**config.mk**
```make
export PLATFORM = sky130hd
export DESIGN_NAME = rom_loader_flat
export DESIGN_NICKNAME = d
export VERILOG_FILES = /design/src/rtl/rom_loader_pkg.sv /design/src/rtl/rom_loader_if.sv /design/src/rtl/rom_region_decode.sv /design/src/rtl/rom_loader.sv /design/src/flat_wrapper.sv
export SDC_FILE = /design/constraint.sdc
export NUM_CORES = 1
export LEC_CHECK = 0
export BUFFER_PORTS_ARGS = -buffer_cell sky130_fd_sc_hd__buf_2
export CORE_MARGIN = 2
export CORE_UTILIZATION = 47
export DETAILED_ROUTE_END_ITERATION = 12
export GPL_TIMING_DRIVEN = 0
export PLACE_DENSITY = 0.77
export SYNTH_ARGS = -nofsm -noshare
export SYNTH_HDL_FRONTEND = slang
export SYNTH_SLANG_ARGS = --single-unit
```
**constraint.sdc**
```tcl
create_clock -name clk -period 3.3 [get_ports clk]
set_input_delay 0.165 -clock clk [delete_from_list [all_inputs] [get_ports clk]]
set_output_delay 0.165 -clock clk [all_outputs]
set_load 0.02 [all_outputs]
```
**src/rtl/rom_loader_pkg.sv**
```systemverilog
// rtl/rom_loader_pkg.sv - shared constants and state type for the ROM download loader
package rom_loader_pkg;

    localparam logic [7:0]  ROM_INDEX_DEFAULT = 8'h00;
    localparam logic [13:0] PROG_BASE         = 14'h0000;
    localparam logic [13:0] GFX_BASE          = 14'h2000;
    localparam logic [13:0] IMAGE_SIZE        = 14'h3000;
    localparam logic [13:0] CNT_MAX           = 14'h3FFF;

    typedef enum logic [1:0] {
        IDLE,
        LOAD,
        DONE,
        ERROR
    } load_state_t;

endpackage

```
**src/rtl/rom_loader_if.sv**
```systemverilog
// rtl/rom_loader_if.sv - MiSTer ioctl download byte stream
interface rom_loader_if;

    logic        download;
    logic [7:0]  index;
    logic        wr;
    logic [24:0] addr;
    logic [7:0]  dout;

    modport master (output download, index, wr, addr, dout);
    modport slave  (input  download, index, wr, addr, dout);

endinterface

```
**src/rtl/rom_region_decode.sv**
```systemverilog
// rtl/rom_region_decode.sv - maps a download byte offset onto the program or graphics ROM
module rom_region_decode
    import rom_loader_pkg::*;
#(
    parameter int PROG_AW = 13,
    parameter int GFX_AW  = 12
) (
    input  logic [24:0]        addr,
    output logic               prog_sel,
    output logic               gfx_sel,
    output logic               overflow,
    output logic [PROG_AW-1:0] local_addr
);

    logic [24:0] rel;

    // The graphics region starts on a 4 KB boundary, so its local address is just the low bits.
    always_comb begin
        rel        = addr - 25'(PROG_BASE);
        prog_sel   = rel < 25'(GFX_BASE);
        gfx_sel    = !prog_sel && (rel < 25'(IMAGE_SIZE));
        overflow   = !prog_sel && !gfx_sel;
        local_addr = prog_sel ? rel[PROG_AW-1:0] : PROG_AW'(rel[GFX_AW-1:0]);
    end

endmodule

```
**src/rtl/rom_loader.sv**
```systemverilog
// rtl/rom_loader.sv - turns the ioctl download into ROM write strobes and gates CPU reset on a complete image
module rom_loader
    import rom_loader_pkg::*;
#(
    parameter int         PROG_AW   = 13,
    parameter int         GFX_AW    = 12,
    parameter logic [7:0] ROM_INDEX = ROM_INDEX_DEFAULT
) (
    input  logic               clk,
    input  logic               reset,
    rom_loader_if.slave        ioctl,
    output logic               prog_we,
    output logic [PROG_AW-1:0] prog_addr,
    output logic               gfx_we,
    output logic [GFX_AW-1:0]  gfx_addr,
    output logic [7:0]         wr_data,
    output logic               cpu_hold,
    output logic               load_done,
    output logic               load_err,
    output logic [7:0]         prog_sum
);

    load_state_t        state;
    logic               dl_q;
    logic               overflow;
    logic [13:0]        byte_cnt;

    logic               idx_match, dl_rise, dl_fall, start, accept, counted;
    logic               prog_sel, gfx_sel, over_sel;
    logic [PROG_AW-1:0] local_addr;
    logic [13:0]        cnt_base, cnt_next;
    logic [7:0]         sum_base, sum_next;
    logic               ovf_next;

    rom_region_decode #(
        .PROG_AW (PROG_AW),
        .GFX_AW  (GFX_AW)
    ) u_decode (
        .addr       (ioctl.addr),
        .prog_sel   (prog_sel),
        .gfx_sel    (gfx_sel),
        .overflow   (over_sel),
        .local_addr (local_addr)
    );

    // A strobe coincident with the falling edge still belongs to the download (dl_q is high).
    always_comb begin
        idx_match = ioctl.index == ROM_INDEX;
        dl_rise   = ioctl.download && !dl_q;
        dl_fall   = !ioctl.download && dl_q;
        start     = dl_rise && idx_match && (state != LOAD);
        accept    = ioctl.wr && idx_match &&
                    (start || ((state == LOAD) && (ioctl.download || dl_q)));
        counted   = accept && (prog_sel || gfx_sel);

        cnt_base  = start ? '0 : byte_cnt;
        sum_base  = start ? '0 : prog_sum;
        cnt_next  = (counted && (cnt_base != CNT_MAX)) ? cnt_base + 14'd1 : cnt_base;
        sum_next  = (accept && prog_sel) ? sum_base + ioctl.dout : sum_base;
        ovf_next  = (!start && overflow) || (accept && over_sel);
    end

    always_ff @(posedge clk) begin
        if (reset) begin
            state     <= IDLE;
            dl_q      <= ioctl.download;
            overflow  <= 1'b0;
            byte_cnt  <= '0;
            prog_we   <= 1'b0;
            gfx_we    <= 1'b0;
            prog_addr <= '0;
            gfx_addr  <= '0;
            wr_data   <= '0;
            cpu_hold  <= 1'b1;
            load_done <= 1'b0;
            load_err  <= 1'b0;
            prog_sum  <= '0;
        end else begin
            dl_q     <= ioctl.download;
            prog_we  <= accept && prog_sel;
            gfx_we   <= accept && gfx_sel;
            byte_cnt <= cnt_next;
            overflow <= ovf_next;
            prog_sum <= sum_next;
            if (accept && prog_sel) prog_addr <= local_addr;
            if (accept && gfx_sel)  gfx_addr  <= local_addr[GFX_AW-1:0];
            if (counted)            wr_data   <= ioctl.dout;

            unique case (state)
                IDLE, DONE, ERROR: begin
                    if (start) begin
                        state     <= LOAD;
                        cpu_hold  <= 1'b1;
                        load_done <= 1'b0;
                        load_err  <= 1'b0;
                    end
                end
                LOAD: begin
                    if (dl_fall) begin
                        if ((cnt_next == IMAGE_SIZE) && !ovf_next) begin
                            state     <= DONE;
                            cpu_hold  <= 1'b0;
                            load_done <= 1'b1;
                        end else begin
                            state    <= ERROR;
                            load_err <= 1'b1;
                        end
                    end
                end
                default: state <= IDLE;
            endcase
        end
    end

endmodule

```
**src/flat_wrapper.sv**
```systemverilog
// flat-port wrapper written by rule: the top's interface ports become plain ports
module rom_loader_flat import rom_loader_pkg::*;
#(
    parameter int         PROG_AW   = 13,
    parameter int         GFX_AW    = 12,
    parameter logic [7:0] ROM_INDEX = ROM_INDEX_DEFAULT
)
  (clk, reset, prog_we, prog_addr, gfx_we, gfx_addr, wr_data, cpu_hold, load_done, load_err, prog_sum, ioctl_download, ioctl_index, ioctl_wr, ioctl_addr, ioctl_dout);
  rom_loader_if ioctl_i ();
  input  logic clk;
  input  logic reset;
  output logic prog_we;
  output logic [PROG_AW-1:0] prog_addr;
  output logic gfx_we;
  output logic [GFX_AW-1:0] gfx_addr;
  output logic [7:0] wr_data;
  output logic cpu_hold;
  output logic load_done;
  output logic load_err;
  output logic [7:0] prog_sum;
  input wire logic [$bits(ioctl_i.download)-1:0] ioctl_download;
  input wire logic [$bits(ioctl_i.index)-1:0] ioctl_index;
  input wire logic [$bits(ioctl_i.wr)-1:0] ioctl_wr;
  input wire logic [$bits(ioctl_i.addr)-1:0] ioctl_addr;
  input wire logic [$bits(ioctl_i.dout)-1:0] ioctl_dout;
  assign ioctl_i.download = ioctl_download;
  assign ioctl_i.index = ioctl_index;
  assign ioctl_i.wr = ioctl_wr;
  assign ioctl_i.addr = ioctl_addr;
  assign ioctl_i.dout = ioctl_dout;
  rom_loader #(.PROG_AW(PROG_AW), .GFX_AW(GFX_AW), .ROM_INDEX(ROM_INDEX)) u_core (.clk(clk), .reset(reset), .ioctl(ioctl_i), .prog_we(prog_we), .prog_addr(prog_addr), .gfx_we(gfx_we), .gfx_addr(gfx_addr), .wr_data(wr_data), .cpu_hold(cpu_hold), .load_done(load_done), .load_err(load_err), .prog_sum(prog_sum));
endmodule
```
==> results of run 1 <==
[worst reg2reg max path: stages, from the launching register on]
cell       delay, ps
dfxtp_1          360
nor2b_4          150
o2111ai_4        180
buf_6            200
and2_4           160
ha_4             180
nand3_2          100
nor4_4            50
buf_4            160
a211oi_4         280
nand4_1          190
xor2_2           240
nand3_2          130
a2111oi_4        480
a311oi_1         140
[power groups by stage]
| stage | Clock, µW | Sequential [µW] | Combinational, µW |
|---|---|---|---|
| 2_1_floorplan | 0 | 791 | 26.9 |
| 3_3_place_gp | 0 | 791 | 68.8 |
| 3_5_place_dp | 0 | 791 | 70.3 |
| 4_1_cts | 793 | 773 | 72.5 |
| 5_1_grt | 827 | 773 | 82.1 |
| 6_report | 789 | 773 | 74.0 |
[kinds of logic (layout without fill, tap and decap cells)]
family                   after synthesis  after routing  share of synthesized area, %
AND/OR/NAND/NOR                      185            185                          29.1
flip-flops                            64             64                          41.4
buffers and inverters                 27            142                          3.64
adder cells (fa/ha/maj)                9              9                          3.89
multiplexers                           2              2                         0.688
XOR/XNOR                              18             18                          5.10
AO/OA/AOI/OAI                         77             77                          16.1
[layout make-up]
cell class / instances / area (µm²) / area share [%]
timing repair buffer: 99 / 523 / 13.0
multi-input combinational: 291 / 1760 / 43.9
clock buffer: 9 / 124 / 3.08
clock inverter: 7 / 103 / 2.55
tap: 77 / 96.3 / 2.40
buffer: 18 / 92.6 / 2.31
inverter: 9 / 33.8 / 0.841
sequential: 64 / 1280 / 31.9
[flip-flops by register name, indices dropped and copies added, names as in the netlist, 2 cells and up]
register,count
u_core.byte_cnt,14
u_core.prog_addr,13
u_core.gfx_addr,12
u_core.prog_sum,8
u_core.wr_data,8
u_core.state,2
[routing by layer]
layer  global-route usage (%)  part of all wire, %
met1                     29.7                   42
met2                     37.9                   49
met3                     6.91                  6.0
met4                     7.50                  2.4
met5                        0                    0
[worst max-delay path by stage]
| stage | from | endpoint | slack, ps | cells after the start |
|---|---|---|---|---|
| after floorplan | u_core.dl_q$_DFF_P_ | u_core.load_err$_SDFFE_PP0P_ | 130 | 13 |
| after global placement | ioctl_index[5] | u_core.state[0]$_SDFFE_PP0P_ | -510 | 15 |
| after detailed placement | ioctl_index[5] | u_core.cpu_hold$_SDFFE_PP1P_ | -470 | 15 |
| after CTS | u_core.state[0]$_SDFFE_PP0P_ | u_core.cpu_hold$_SDFFE_PP1P_ | 20 | 13 |
| after global routing | u_core.dl_q$_DFF_P_ | u_core.cpu_hold$_SDFFE_PP1P_ | -20 | 15 |
| final | u_core.dl_q$_DFF_P_ | u_core.state[0]$_SDFFE_PP0P_ | 150 | 14 |
[layout by cell type (no fill, tap or decap), drive strengths merged, types with 2 or more instances in the layout]
master,Yosys,layout
a21o,2,2
a21oi,53,53
a311oi,2,2
a31oi,2,2
and2,10,10
and3,3,3
and3b,2,2
buf,3,102
bufinv,0,2
clkbuf,15,23
clkinv,0,2
dfxtp,64,64
ha,8,8
inv,9,11
nand2,96,96
nand2b,2,2
nand3,8,8
nand3b,2,2
nand4,8,8
nor2,28,28
nor2b,2,2
nor3,8,8
nor4,8,8
o2111ai,2,2
o21ai,7,7
o21bai,2,2
or2,2,2
or3,3,3
xnor2,7,7
xor2,11,11
[what timing repair did]
item | in CTS | in global routing
buffers inserted | 1 | 8
pin swaps | 2 | 8
resized for setup | 5 | 13
setup endpoints to repair | 4 | 4
hold endpoints to repair | 1 | 0
hold buffers | 1 | 0
[stage by stage]
step	hold WS [ps]	setup slack (ps)	setup TNS [ps]	cells
floorplan	193	130	0	382
global placement	345	-506	-2000	548
detailed placement	346	-475	-1880	548
CTS	48.4	16.6	0	566
global route	50.5	-23.9	-53.0	574
finish	49.0	155	0	574
==> results_dict.tcl, run 1 <==
set metrics [dict create \
    start_util_pct 48.7 \
    skew_ps 9.88 \
    grt_pass1_vias 2867 \
    crit_family "compound AO/OA/AOI/OAI gates" \
    vias_per_cell 5.41 \
    synth_seq_area_share_pct 41.4 \
    fmax_ghz 0.318 \
    grt_max_degree 14 \
    drive_gt1_share_pct 29.0 \
    cp.required_ps 3520 \
    comb_power_share_pct 4.5 \
    slowest_stage "a2111oi_4" \
    hold_depth 3 \
    final_util_pct 63.3 \
    r2r_setup_slack_ps 150 \
    sw_frac_of_total_pct 24.4 \
    cts.htree.levels 3 \
    postLayoutCellArea_mm2 0.00402 \
    syn_to_final_growth_pct 29.9 \
    route.detailed.drc 0 \
    synth_area_leader_cell "dfxtp_1" \
    die_y_um 85.1 \
    ir_drop_mv 0.298 \
    synth-seq-cells 64 \
    io_buffer_count 89 \
    p_leak_uw 0.00166 \
    p_int_uw 1240 \
    yosysWarnings 0 \
    start_kind "flop" \
    dpl_cell_area_mm2 0.00363 \
    antenna_found_initial 0 \
    clock_sinks 64 \
    setup_violations 0 \
    die_area_mm2 0.00724 \
    r2r-start "u_core.dl_q$_DFF_P_" \
    synth-async-reset-ratio_pct 0 \
    synth-edff-count 0 \
    clkPwrFrac_pct 48.2 \
    routed_wl_mm 8.45 \
    gp_congestion 0.898 \
    design.core.area_mm2 0.00635 \
    reg2reg_to "u_core.state[0]$_SDFFE_PP0P_" \
    worstSetupEndpointType "flop" \
    reg2regPathDepth 14 \
    slew_headroom_pct 35.0 \
    cp_cell_sequence "nor2b_4 -> o2111ai_4 -> buf_6 -> and2_4 -> ha_4 -> nand3_2 -> nor4_4 -> buf_4 -> a211oi_4 -> nand4_1 -> xor2_2 -> nand3_2 -> a2111oi_4 -> a311oi_1" \
    clockRootBuffer "clkbuf_8" \
    wire_per_inst_um 14.7 \
    pwr_density_cell_mw_per_mm2 407 \
    synth_top_flop_cell "dfxtp_1" \
    hold_class "input port to flop" \
    die_w_um 85.1 \
    nets 546 \
    hold_viol_final 0 \
    vias 3107 \
    synthTopCellsByArea "dfxtp_1 (41%), nand2_1 (11%), a21oi_1 (8.4%), nor2_1 (3.4%), ha_1 (3.2%)" \
    diodes 0 \
    period_needed_ps 3150 \
    grt-ovfl-total 0 \
    worstHoldStart "ioctl_dout[2]" \
    cp.arrival_ps 3370 \
    status "complete, no violations" \
    worst-path-buf-inv 2 \
    synth_cell_types 50 \
    ant_nets 0 \
    fin_crit_sh_pct 95.3 \
    slowest_delay_ps 470 \
    cts_tree "done" \
    p_sw_uw 399 \
    cap_viol_max_count 0 \
    synth_most_common_cell "nand2_1" \
    ys_top_cells_by_count "nand2_1 (94), dfxtp_1 (64), a21oi_1 (52)" \
    io_pins 91 \
    synth.top_cell.area_share_pct 41.4 \
    clock_latency_ps 360 \
    clock_path_buffers 2 \
    synthCells 382 \
    critPathKind "flop to flop" \
    sequentialPowerShare_pct 47.3 \
    avgSynthCellArea_um2 8.09 \
    grt_pass1_wl_mm 13.4 \
    crit_top_cell "nand3_2" \
    fillCellCount 557 \
    cts_buffers 9 \
    rows 29 \
    crit_fanout 5 \
    worstMarginPinSlew_ps 967 \
    min_to "u_core.wr_data[2]$_SDFFE_PP0P_" \
    finalPower_uw 1640 \
    grt_usage_pct 23.3 \
    drtIter0Drc 134 \
    drt_pass1_iterations 4 \
    cts.clk_slew.worst_paths_ps 90 \
    maxSlewViolCount 0 \
    syn_area_mm2 0.00309 \
    dp_hpwl_mm 5.97 \
    synth_nets 436 \
]
No activity file was read; power rests on OpenSTA's default activity.
==> run 2: changes to the inputs <==
--- a/config.mk
+++ b/config.mk
@@ -11,6 +11,7 @@
 export DETAILED_ROUTE_END_ITERATION = 12
 export GPL_TIMING_DRIVEN = 0
 export PLACE_DENSITY = 0.77
+export REMOVE_ABC_BUFFERS = 1
 export SYNTH_ARGS = -nofsm -noshare
 export SYNTH_HDL_FRONTEND = slang
 export SYNTH_SLANG_ARGS = --single-unit
==> run 2 against run 1 <==
Global-route usage is 1.4 points lower. Final cell count is 2.8% lower. Core utilization is 1.3 points lower. Routed wire length is 7.0% lower. Sequential cell count stayed put. Total power is 1.3% lower. Critical path type unchanged. Critical endpoint unchanged.
==> results_dict.tcl, run 2 (synthesis gave the netlist of run 1 again) <==
set metrics [dict create \
    status "complete, no violations" \
    crit_fanout 5 \
    largest_reg_flops 14 \
    vias_per_cell 5.33 \
    start_util_pct 48.7 \
    diodes 0 \
    maxSlewViolCount 0 \
    slowest_stage "a2111oi_4" \
    drt_pass1_iterations 4 \
    grt-ovfl-total 0 \
    worstMarginPinSlew_ps 968 \
    crit_family "compound AO/OA/AOI/OAI gates" \
    rows 29 \
    r2r_setup_slack_ps 170 \
    multiInputGateArea_mm2 0.00176 \
    r2r-start "u_core.dl_q$_DFF_P_" \
    start_kind "flop" \
    pwr_density_cell_mw_per_mm2 411 \
    critPathKind "flop to flop" \
    grt_pass1_wl_mm 12.7 \
    cap_viol_max_count 0 \
    drive_gt1_share_pct 28.9 \
    dp.cells 532 \
    drtIter0Drc 127 \
    hold_viol_final 0 \
    slew_headroom_pct 35.2 \
    fin_crit_sh_pct 94.9 \
    wire_per_inst_um 14.1 \
    ff_latch_area_mm2 0.00128 \
    cts.htree.levels 3 \
    crit_end "u_core.state[0]$_SDFFE_PP0P_" \
    die_y_um 85.1 \
    cp.required_ps 3480 \
    worst-path-buf-inv 1 \
    ant_nets 0 \
    route.detailed.drc 0 \
    stdcell_count 558 \
    slowest_delay_ps 430 \
    routed_wl_mm 7.86 \
    antenna_found_initial 0 \
    layout_common_cells "nand2_1 (93), buf_2 (90), dfxtp_1 (63), a21oi_1 (52), nor2_1 (28)" \
    period_needed_ps 3130 \
    io_pins 91 \
    cts_buffers 9 \
    vias 2975 \
    reg2regPathDepth 13 \
    dp_hpwl_mm 5.35 \
    fmax_ghz 0.319 \
    p_leak_uw 0.00162 \
    clockRootBuffer "clkbuf_8" \
    final_util_pct 61.9 \
    hold_depth 3 \
    clock_path_buffers 2 \
    grt_usage_pct 21.9 \
    die_w_um 85.1 \
    gp_congestion 0.828 \
    grt_max_degree 53 \
    ir_drop_mv 0.274 \
    hold_class "input port to flop" \
    place_ws_ps -832 \
    grt_pass1_vias 2741 \
    design.core.area_mm2 0.00635 \
    nets 530 \
    worstSetupEndpointType "flop" \
    setup_slack_ps 168 \
    top_register "u_core.byte_cnt" \
    cp.arrival_ps 3310 \
    cts.clk_slew.worst_paths_ps 80 \
    clock_latency_ps 340 \
    clock_sinks 64 \
    reg_top3 "u_core.byte_cnt (14), u_core.prog_addr (13), u_core.gfx_addr (12)" \
    setup_violations 0 \
    fillCellCount 557 \
    reg2reg_to "u_core.state[0]$_SDFFE_PP0P_" \
    cp_cell_sequence "nor2b_4 -> o2111ai_4 -> and2_4 -> ha_2 -> nand3_2 -> nor4_4 -> buf_4 -> a211oi_4 -> nand4_1 -> xor2_2 -> nand3_1 -> a2111oi_4 -> a311oi_1" \
    io_buffer_count 90 \
    critPathLaunch "u_core.dl_q$_DFF_P_" \
    skew_ps 11.2 \
    die_area_mm2 0.00724 \
    cts_tree "done" \
    final_common_cell "nand2_1" \
    syn_to_final_growth_pct 27.2 \
    crit_cells 13 \
]
-- run 2: changes by cell type in the layout (fill, tap and decap cells not counted), sizes merged --
cell,previous run,this run
clkbuf,23,10
o2111ai,2,3
inv,11,10
buf,102,99
-- run 2: area by class of cell --
cell class / count / area share [%]
Multi-Input combinational cell: 292 / 44.8
Sequential cell: 64 / 32.6
Timing Repair Buffer: 100 / 13.5
Clock buffer: 10 / 3.50
Tap cell: 77 / 2.45
Clock inverter: 6 / 2.29
Inverter: 9 / 0.859
-- run 2: timing repair --
| action | in CTS | in global routing |
|---|---|---|
| hold buffers | 1 | 0 |
| gates resized for setup | 3 | 6 |
| setup buffers | 4 | 4 |
| endpoints found under the hold margin | 1 | 0 |
| setup endpoints to repair | 10 | 4 |
| cloned | 1 | 0 |
| pin swaps | 2 | 6 |
-- run 2: routing by layer --
| layer | share of wire, % | GRT usage [%] |
|---|---|---|
| met5 | 0 | 0 |
| met4 | 1.4 | 8.95 |
| met3 | 5.3 | 5.45 |
| met2 | 49 | 35.9 |
| met1 | 44 | 27.6 |
-- run 2: metrics by stage --
| stage | setup TNS (ps) | total power (µW) | hold WS [ps] | cell area [µm²] |
|---|---|---|---|---|
| after floorplan | -117 | 809 | 193 | 3010 |
| after global placement | -4150 | 856 | 337 | 3560 |
| after detailed placement | -4490 | 858 | 345 | 3580 |
| after CTS | 0 | 1620 | 56.0 | 3880 |
| after global routing | -27.8 | 1680 | 50.3 | 3930 |
| final | 0 | 1610 | 64.4 | 3930 |
-- run 2: power breakdown --
group	total (µW)	leakage, µW	switching, µW	internal [µW]
combinational	72.7	0.000994	41.7	31.0
clock	768	0.000113	320	448
sequential	773	0.000516	1.07	772
-- run 2: worst register-to-register path, stage by stage (launching register included) --
cell	delay [ps]
dfxtp_1	360
nor2b_4	200
o2111ai_4	190
and2_4	230
ha_2	210
nand3_2	110
nor4_4	50
buf_4	160
a211oi_4	340
nand4_1	210
xor2_2	200
nand3_1	140
a2111oi_4	430
a311oi_1	150
-- run 2: worst min path at each step --
stage / start / to / slack [ps]
after floorplan: ioctl_download / u_core.dl_q$_DFF_P_ / 190
after global placement: ioctl_download / u_core.dl_q$_DFF_P_ / 340
after detailed placement: ioctl_download / u_core.dl_q$_DFF_P_ / 340
after CTS: ioctl_addr[4] / u_core.gfx_addr[4]$_SDFFE_PP0P_ / 60
after global routing: ioctl_addr[4] / u_core.gfx_addr[4]$_SDFFE_PP0P_ / 50
final: ioctl_addr[4] / u_core.gfx_addr[4]$_SDFFE_PP0P_ / 60
